**src/rtl/sync_clk_div_n_if.sv**
```systemverilog
// sync_clk_div_n_if: control and status bundle of the programmable clock divider.
interface sync_clk_div_n_if #(parameter int WIDTH = 8) ();
    logic             en;
    logic [WIDTH-1:0] div_val;
    logic             div_load;
    logic             odd_hi;
    logic             out_clk;
    logic             tick;
    logic             pend;
    logic [WIDTH-1:0] cur_div;
    modport master (output en, div_val, div_load, odd_hi, input out_clk, tick, pend, cur_div);
    modport slave  (input en, div_val, div_load, odd_hi, output out_clk, tick, pend, cur_div);
endinterface

```
**src/rtl/sync_clk_div_n.sv**
```systemverilog
// sync_clk_div_n: run-time programmable integer clock divider with registered out_clk/tick.
module sync_clk_div_n #(
    parameter int WIDTH       = 8,
    parameter int DEFAULT_DIV = 8
) (
    input logic              clk,
    input logic              rst,
    sync_clk_div_n_if.slave  bus
);
    localparam logic [WIDTH-1:0] DEF_DIV = (DEFAULT_DIV < 2) ? WIDTH'(2) : WIDTH'(DEFAULT_DIV);

    logic [WIDTH-1:0] cnt_q, cnt_d, cur_div_q, cur_div_d, shadow_q, shadow_d, hi_q, hi_d, new_div, raw_div;
    logic             out_clk_q, out_clk_d, tick_q, tick_d, pend_q, pend_d, run_q, run_d, start;

    always_comb begin
        raw_div   = bus.div_load ? bus.div_val : shadow_q;
        new_div   = (raw_div < WIDTH'(2)) ? WIDTH'(2) : raw_div;
        start     = ~run_q | (cnt_q == cur_div_q - WIDTH'(1));
        cnt_d     = '0;
        out_clk_d = 1'b0;
        tick_d    = 1'b0;
        run_d     = bus.en;
        pend_d    = pend_q;
        shadow_d  = bus.div_load ? bus.div_val : shadow_q;
        cur_div_d = cur_div_q;
        hi_d      = hi_q;
        // Idle edges and period-start edges are the only places the divisor may change.
        if (!bus.en || start) begin
            cur_div_d = (bus.div_load | pend_q) ? new_div : cur_div_q;
            pend_d    = 1'b0;
        end
        if (bus.en && start) begin
            hi_d      = (cur_div_d >> 1) + {{(WIDTH-1){1'b0}}, cur_div_d[0] & bus.odd_hi};
            out_clk_d = 1'b1;
            tick_d    = 1'b1;
        end else if (bus.en) begin
            cnt_d     = cnt_q + WIDTH'(1);
            out_clk_d = cnt_d < hi_q;
            pend_d    = pend_q | bus.div_load;
        end
    end

    always_ff @(posedge clk) begin
        if (rst) begin
            cnt_q     <= '0;
            out_clk_q <= 1'b0;
            tick_q    <= 1'b0;
            pend_q    <= 1'b0;
            run_q     <= 1'b0;
            cur_div_q <= DEF_DIV;
            shadow_q  <= '0;
            hi_q      <= '0;
        end else begin
            cnt_q     <= cnt_d;
            out_clk_q <= out_clk_d;
            tick_q    <= tick_d;
            pend_q    <= pend_d;
            run_q     <= run_d;
            cur_div_q <= cur_div_d;
            shadow_q  <= shadow_d;
            hi_q      <= hi_d;
        end
    end

    assign bus.out_clk = out_clk_q;
    assign bus.tick    = tick_q;
    assign bus.pend    = pend_q;
    assign bus.cur_div = cur_div_q;
endmodule

```
**src/flat_wrapper.sv**
```systemverilog
// flat-port wrapper written by rule: the top's interface ports become plain ports
module sync_clk_div_n_flat 
#(
    parameter int WIDTH       = 8,
    parameter int DEFAULT_DIV = 8
)
  (clk, rst, bus_en, bus_div_val, bus_div_load, bus_odd_hi, bus_out_clk, bus_tick, bus_pend, bus_cur_div);
  sync_clk_div_n_if #(.WIDTH(WIDTH)) bus_i ();
  input logic clk;
  input logic rst;
  input wire logic [$bits(bus_i.en)-1:0] bus_en;
  input wire logic [$bits(bus_i.div_val)-1:0] bus_div_val;
  input wire logic [$bits(bus_i.div_load)-1:0] bus_div_load;
  input wire logic [$bits(bus_i.odd_hi)-1:0] bus_odd_hi;
  output wire logic [$bits(bus_i.out_clk)-1:0] bus_out_clk;
  output wire logic [$bits(bus_i.tick)-1:0] bus_tick;
  output wire logic [$bits(bus_i.pend)-1:0] bus_pend;
  output wire logic [$bits(bus_i.cur_div)-1:0] bus_cur_div;
  assign bus_i.en = bus_en;
  assign bus_i.div_val = bus_div_val;
  assign bus_i.div_load = bus_div_load;
  assign bus_i.odd_hi = bus_odd_hi;
  assign bus_out_clk = bus_i.out_clk;
  assign bus_tick = bus_i.tick;
  assign bus_pend = bus_i.pend;
  assign bus_cur_div = bus_i.cur_div;
  sync_clk_div_n #(.WIDTH(WIDTH), .DEFAULT_DIV(DEFAULT_DIV)) u_core (.clk(clk), .rst(rst), .bus(bus_i));
endmodule
```
**config.mk**
```make
export PLATFORM = sky130hd
export DESIGN_NAME = sync_clk_div_n_flat
export DESIGN_NICKNAME = d
export VERILOG_FILES = /design/src/rtl/sync_clk_div_n_if.sv /design/src/rtl/sync_clk_div_n.sv /design/src/flat_wrapper.sv
export SDC_FILE = /design/constraint.sdc
export NUM_CORES = 1
export LEC_CHECK = 0
export CORE_MARGIN = 3
export CORE_UTILIZATION = 55
export CTS_BUF_LIST = sky130_fd_sc_hd__clkbuf_4 sky130_fd_sc_hd__clkbuf_8
export DETAILED_ROUTE_END_ITERATION = 10
export PLACE_DENSITY_LB_ADDON = 0.12
export SYNTH_ARGS = -nofsm -noshare
export SYNTH_HDL_FRONTEND = slang
export SYNTH_SLANG_ARGS = --single-unit
```
**constraint.sdc**
```tcl
create_clock -name clk -period 3.9 [get_ports clk]
set_input_delay 0.78 -clock clk [delete_from_list [all_inputs] [get_ports clk]]
set_output_delay 0.78 -clock clk [all_outputs]
set_load 0.01 [all_outputs]
```
After elaboration in Yosys (flattened, before gate mapping)
Cells that the tools add are included.
{ "word_totals": {"regBits": 36, "latch_bits": 0, "mem_bits_rw": 0, "romBits": 0, "input_bits": 13, "out_inout_bits": 11, "word_cells": 33, "n_memories": 0} }
{ "classes": {"n_addsub": 3, "mul": 0, "div": 0, "order_cmp": 2, "eq_ne": 1, "shifts": 0, "mux": 10, "n_bitwise": 5, "n_reduce_logical": 4} }
{ "ops": {"columns": ["cell", "count"], "rows": [
  ["8-bit two-way mux", 4],
  ["7-bit by 1-bit adder with 8-bit output", 1],
  ["8-bit by 1-bit adder with 8-bit output, second input constant", 1],
  ["8-bit equality test", 1],
  ["8-bit by 2-bit < comparator with 1-bit output, second input constant", 1],
  ["8-bit < comparator", 1],
  ["8-bit by 1-bit subtractor with 8-bit output, second input constant", 1],
  ["1-bit two-way mux", 6],
  ["3-bit OR reduction", 1],
  ["1-bit inverter", 2],
  ["1-bit OR", 2],
  ["1-bit bitwise AND", 1],
  ["1-bit logical AND", 1],
  ["1-bit logical NOT", 1],
  ["1-bit logical OR", 1]
]} }

Longest topological paths before layout
Gate-level depths: netlist (run 1).
{ "logic_depth": {"word_depth": 7, "ltp_mapped": 19, "depth_no_buf": 18} }

Least setup slack after synthesis (run 1)
OpenSTA, ideal clock, no wires.
{ "synth_path": {"path_kind": "input to register", "startpoint": "input bus_div_load", "endpoint": "register u_core.hi_q[6]", "t_arrival_ns": 3.162, "required_ns": 3.814, "path_slack_ns": 0.652, "stages": 15, "path_buffers": 1, "cell_sequence": "clkbuf_1 > mux2i_1 > nand4_1 > nor3_1 > nor2_1 > a21oi_1 > nor2b_1 > ha_1 > ha_1 > nand2_1 > nor2_1 > xnor2_1 > nor2_1 > a21oi_1 > a211oi_1"} }
{ "synth_between": {"elab_chain_len": 7, "word_cells_on_any_way": 8} }
{ "synth_rtl": {"columns": ["item", "line_no", "source"], "rows": [
  ["start: declaration", "flat_wrapper.sv:13", "input wire logic [$bits(bus_i.div_load)-1:0] bus_div_load;"],
  ["8-bit two-way mux", null, null],
  ["8-bit by 2-bit < comparator with 1-bit output", "sync_clk_div_n.sv:17", "new_div = (raw_div < WIDTH'(2)) ? WIDTH'(2) : raw_div;"],
  ["8-bit two-way mux", "sync_clk_div_n.sv:17", null],
  ["8-bit two-way mux *", "sync_clk_div_n.sv:29", "cur_div_d = (bus.div_load | pend_q) ? new_div : cur_div_q;"],
  ["8-bit two-way mux *", "sync_clk_div_n.sv:28", "if (!bus.en || start) begin"],
  ["1-bit bitwise AND", "sync_clk_div_n.sv:33", "hi_d = (cur_div_d >> 1) + {{(WIDTH-1){1'b0}}, cur_div_d[0] & bus.odd_hi};"],
  ["7-bit by 1-bit adder with 8-bit output *", "sync_clk_div_n.sv:33", null],
  ["end signal: assignment", "sync_clk_div_n.sv:61", "hi_q <= hi_d;"],
  ["end: declaration", "sync_clk_div_n.sv:12", "logic [WIDTH-1:0] cnt_q, cnt_d, cur_div_q, cur_div_d, shadow_q, shadow_d, hi_q, hi_d, new_div, raw_div;"]
]} }
Mark *: on every way between the ends. The rest lies on a longest branch, timed or not.
A chain may end at the register's enable or synchronous reset.

Worst setup path in the final report (run 1)
{ "layout_path": {"startpoint": "register u_core.cur_div_q[0], in the netlist u_core.bus.cur_div[0]", "endpoint": "register u_core.hi_q[6]"} }
{ "layout_between": {"elab_chain_len": 7, "word_cells_on_any_way": 9} }
{ "layout_rtl": {"columns": ["item", "line_no", "source"], "rows": [
  ["start: declaration", "sync_clk_div_n.sv:12", null],
  ["start signal: assignment", "sync_clk_div_n.sv:59", "cur_div_q <= cur_div_d;"],
  ["8-bit by 1-bit subtractor with 8-bit output", "sync_clk_div_n.sv:18", "start = ~run_q | (cnt_q == cur_div_q - WIDTH'(1));"],
  ["8-bit equality test", "sync_clk_div_n.sv:18", null],
  ["1-bit OR", "sync_clk_div_n.sv:18", null],
  ["1-bit logical OR", "sync_clk_div_n.sv:28", null],
  ["8-bit two-way mux", "sync_clk_div_n.sv:28", null],
  ["1-bit bitwise AND", "sync_clk_div_n.sv:33", null],
  ["7-bit by 1-bit adder with 8-bit output", "sync_clk_div_n.sv:33", null]
]} }
Parallel ways exist; a longest one is shown, timed or not.

==> results of run 1 <==
-- state kept, by name, indices dropped and copies added, names as in the netlist --
name / flops
u_core.cnt_q: 8
u_core.hi_q: 8
u_core.shadow_q: 8
u_core.run_q: 1
u_core.bus.tick: 1
u_core.bus.pend: 1
u_core.bus.cur_div: 8
u_core.bus.out_clk: 1
-- per-layer routing --
metal / share of wire / GRT usage / up-vias
li1: - / - / 816
met1: 0.49 / 0.3074 / 734
met2: 0.44 / 0.3441 / 35
met3: 0.048 / 0.04722 / 7
met4: 0.018 / 0.1066 / 0
met5: 0 / 0 / -
-- logic make-up (layout without fill, tap and decap cells) --
logic type / count (synthesis) / count (layout) / synth area share
AND/OR/NAND/NOR: 89 / 89 / 0.2215
adder cells (fa/ha/maj): 11 / 11 / 0.06786
buffers and inverters: 22 / 48 / 0.05428
flip-flops: 36 / 36 / 0.3553
XOR/XNOR: 23 / 23 / 0.09932
AO/OA/AOI/OAI: 33 / 33 / 0.1246
multiplexers: 15 / 15 / 0.07711
-- final cells by class --
| cell class | instances | area (sq um) | share of cell area |
|---|---|---|---|
| clock buffer | 6 | 76.32 | 0.03205 |
| tap | 46 | 57.56 | 0.02417 |
| timing repair buffer | 30 | 282.8 | 0.1188 |
| multi-input combinational | 171 | 1197 | 0.5029 |
| sequential | 36 | 720.7 | 0.3027 |
| clock inverter | 1 | 5.005 | 0.002102 |
| inverter | 11 | 41.29 | 0.01734 |
-- path summary, 6_finish.rpt --
path	start	endpoint	slack (ns)	depth (start not counted)
min reg2reg	u_core.hi_q[2]	u_core.hi_q[2]	0.50	2
max reg2reg	u_core.bus.cur_div[0]	u_core.hi_q[6]	0.45	18
min	u_core.hi_q[2]	u_core.hi_q[2]	0.50	2
max	u_core.bus.cur_div[0]	u_core.hi_q[6]	0.45	18
-- cells in the mapped netlist (2+ instances only) --
master | n | area, sq um
nor2_1 | 40 | 150.1
dfxtp_1 | 36 | 720.7
nor2b_1 | 13 | 81.33
xnor2_1 | 13 | 113.9
nand2_1 | 12 | 45.04
ha_1 | 11 | 137.6
inv_1 | 11 | 41.29
mux2i_1 | 10 | 100.1
xor2_1 | 10 | 87.58
a21oi_1 | 9 | 45.04
nand3_1 | 8 | 40.04
a211oi_1 | 7 | 52.55
clkbuf_1 | 6 | 22.52
mux2_2 | 5 | 56.30
o21a_1 | 4 | 30.03
o21ai_0 | 4 | 20.02
and2_1 | 3 | 18.77
buf_6 | 3 | 33.78
nand2b_1 | 2 | 12.51
nor3_1 | 2 | 10.01
-- power by group through the flow --
stage	Clock (W)	Combinational (W)	Sequential, W
6_report	0.000254	0.000154	0.000405
5_1_grt	0.000272	0.000172	0.000408
4_1_cts	0.000261	0.000155	0.000405
3_5_place_dp	0	0.000153	0.000414
3_3_place_gp	0	0.000152	0.000414
2_1_floorplan	0	0.000107	0.000408
-- per-stage QoR --
| step | setup slack (ns) | cells | hold slack [ns] | instance area [sq um] | power, W |
|---|---|---|---|---|---|
| floorplan | 0.6520 | 229 | 0.4550 | 2028 | 0.0005152 |
| global placement | 0.3503 | 294 | 0.4784 | 2300 | 0.0005652 |
| detailed placement | 0.2605 | 294 | 0.4844 | 2300 | 0.0005670 |
| CTS | 0.4265 | 301 | 0.5046 | 2381 | 0.0008211 |
| global route | 0.09188 | 301 | 0.5386 | 2381 | 0.0008523 |
| finish | 0.4455 | 301 | 0.5020 | 2381 | 0.0008139 |
-- worst register-to-register path: stages (launching register included) --
cell	delay, ns
dfxtp_1	0.41
inv_1	0.09
ha_1	0.32
xor2_1	0.16
o211ai_1	0.11
a211oi_1	0.30
o2111ai_2	0.25
a31oi_4	0.32
nor2_1	0.07
a21oi_1	0.17
nor2b_1	0.08
ha_1	0.24
ha_1	0.27
nand2_1	0.08
nor2_1	0.05
xnor2_1	0.12
nor2_1	0.09
a21oi_1	0.05
a211oi_1	0.21
==> run_results.csv, run 1 <==
group,metric,value,unit
global_route,gr-total-overflow,0,
timing,worst_pin_slew,0.5214,ns
pwr,internal-power,0.0005940,W
route,drc,0,
setup_path,crit_path_max_incr_delay,0.41,ns
die,coreArea,3442,sq um
timing,hold_violations,0,
setup_path,end_kind,"register",
global_route,grt_pass1_wl,7383,microns
cts,clock_latency,0.29,ns
pwr,seqPwrFrac,0.498,
pwr,vdd_ir_drop_max,0.2981,mV
route,wl_per_cell,14.20,microns
die,rows,21,
route,via_per_inst,5.289,
timing,rsz0062_at_grt,"false",
pwr,pwr_density_cell,341.8,nW/um^2
pwr,comb_power_share,0.189,
final_layout,final_util,0.6917,
route,ant_nets,0,
synthesis,synth_seq_cells,36,
setup_path,cp.required,4.11,ns
timing,maxSlewViolCount,0,
route,first_iter_violations,71,
cts,post_cts_resized,0,
synthesis,synth-main-ff-cell,"dfxtp_1",
pwr,pwr-share-clk,0.313,
worst_hold_path,hold_path_class,"register to register",
cts,cts_buffers,5,
global_route,grt_pass1_vias,1508,
pwr,p_switching,0.0002199,W
route,drt-total-wl,4274,microns
final_layout,antenna_cells,0,
route,dr.pass1.iters,4,
pwr,swShare,0.2702,
synthesis,synth_warnings,0,
global_route,grt_max_degree,18,
pwr,power_leakage,0.9684,nW
die,die_y,66.73,microns
setup_path,path_max_fanout,6,
setup_path,crit_arrival,3.66,ns
final_layout,areaGrowthSynthToFinish,17.40,%
die,io_pins,24,
synthesis,synth_edf_count,0,
synthesis,syn_avg_cell_area,8.857,sq um
outcome,status,"finished clean",
placement,gp_congestion,0.8211,
setup_path,worst_path_max_delay_cell,"dfxtp_1",
synthesis,synth_area,2028,sq um
synthesis,syn_inst,229,
final_layout,layout_commonest_cell,"nor2_1",
cts,cts_setup_buffers,0,
synthesis,seq_area_frac_synth,0.3553,
route,vias,1592,
cts,clk_pin_slew,0.07,ns
timing,setup_violations,0,
global_route,track_usage,0.2276,
synthesis,synthesis.nets,253,
setup_path,critPathLaunchType,"register",
placement,portBuffers,23,
timing,setup_tns,0,ns
setup_path,critical_path.cell_chain,"inv_1 -> ha_1 -> xor2_1 -> o211ai_1 -> a211oi_1 -> o2111ai_2 -> a31oi_4 -> nor2_1 -> a21oi_1 -> nor2b_1 -> ha_1 -> ha_1 -> nand2_1 -> nor2_1 -> xnor2_1 -> nor2_1 -> a21oi_1 -> a211oi_1",
timing,layout_min_cycle_time,3.454,ns
cts,cts.path.max_buffers,2,
placement,place_hpwl,3205,microns
cts,htreeDepth,2,
setup_path,path_buf_inv,1,
synthesis,synth_cell_types,40,
timing,fmax,0.2895,GHz
die,die-area,4452,sq um
timing,max-slew-margin-rel,0.6513,
final_layout,final_cell_mix,"40 x nor2_1, 36 x dfxtp_1, 23 x clkdlybuf4s50_1",
cts,hold_buffers,0,
synthesis,async_reset_ff_frac,0,
setup_path,crit_type,"register to register",
run,max_cap_viol_count,0,
timing,fin_crit_sh,0.8858,
cts,cts_sinks,36,
die,start_util,0.5892,
cts,clock-root-buffer,"clkbuf_8",
final_layout,fillerInstances,289,
cts,cts_tree,"yes",
final_layout,drive_above_1_share,0.1020,
timing,fin_worst_skew,0.006651,ns
global_route,antenna_found_initial,0,
final_layout,nets,279,
setup_path,cpLargestDelayFamily,"compound AO/OA/AOI/OAI gates",
die,chipWidth,66.73,microns
Note: power is estimated with default switching activity, not from simulation.
==> run 2, diff against run 1 <==
SLEW_MARGIN = 20   (was not set)
==> results of run 2 <==
Same layout as run 1: the final DEF is identical, and so are final timing and power.
==> run 3, diff against run 2 <==
CTS_CLUSTER_SIZE = 10   (was not set)
==> results of run 3 <==
Same layout as run 1: the final DEF is identical, and so are final timing and power.
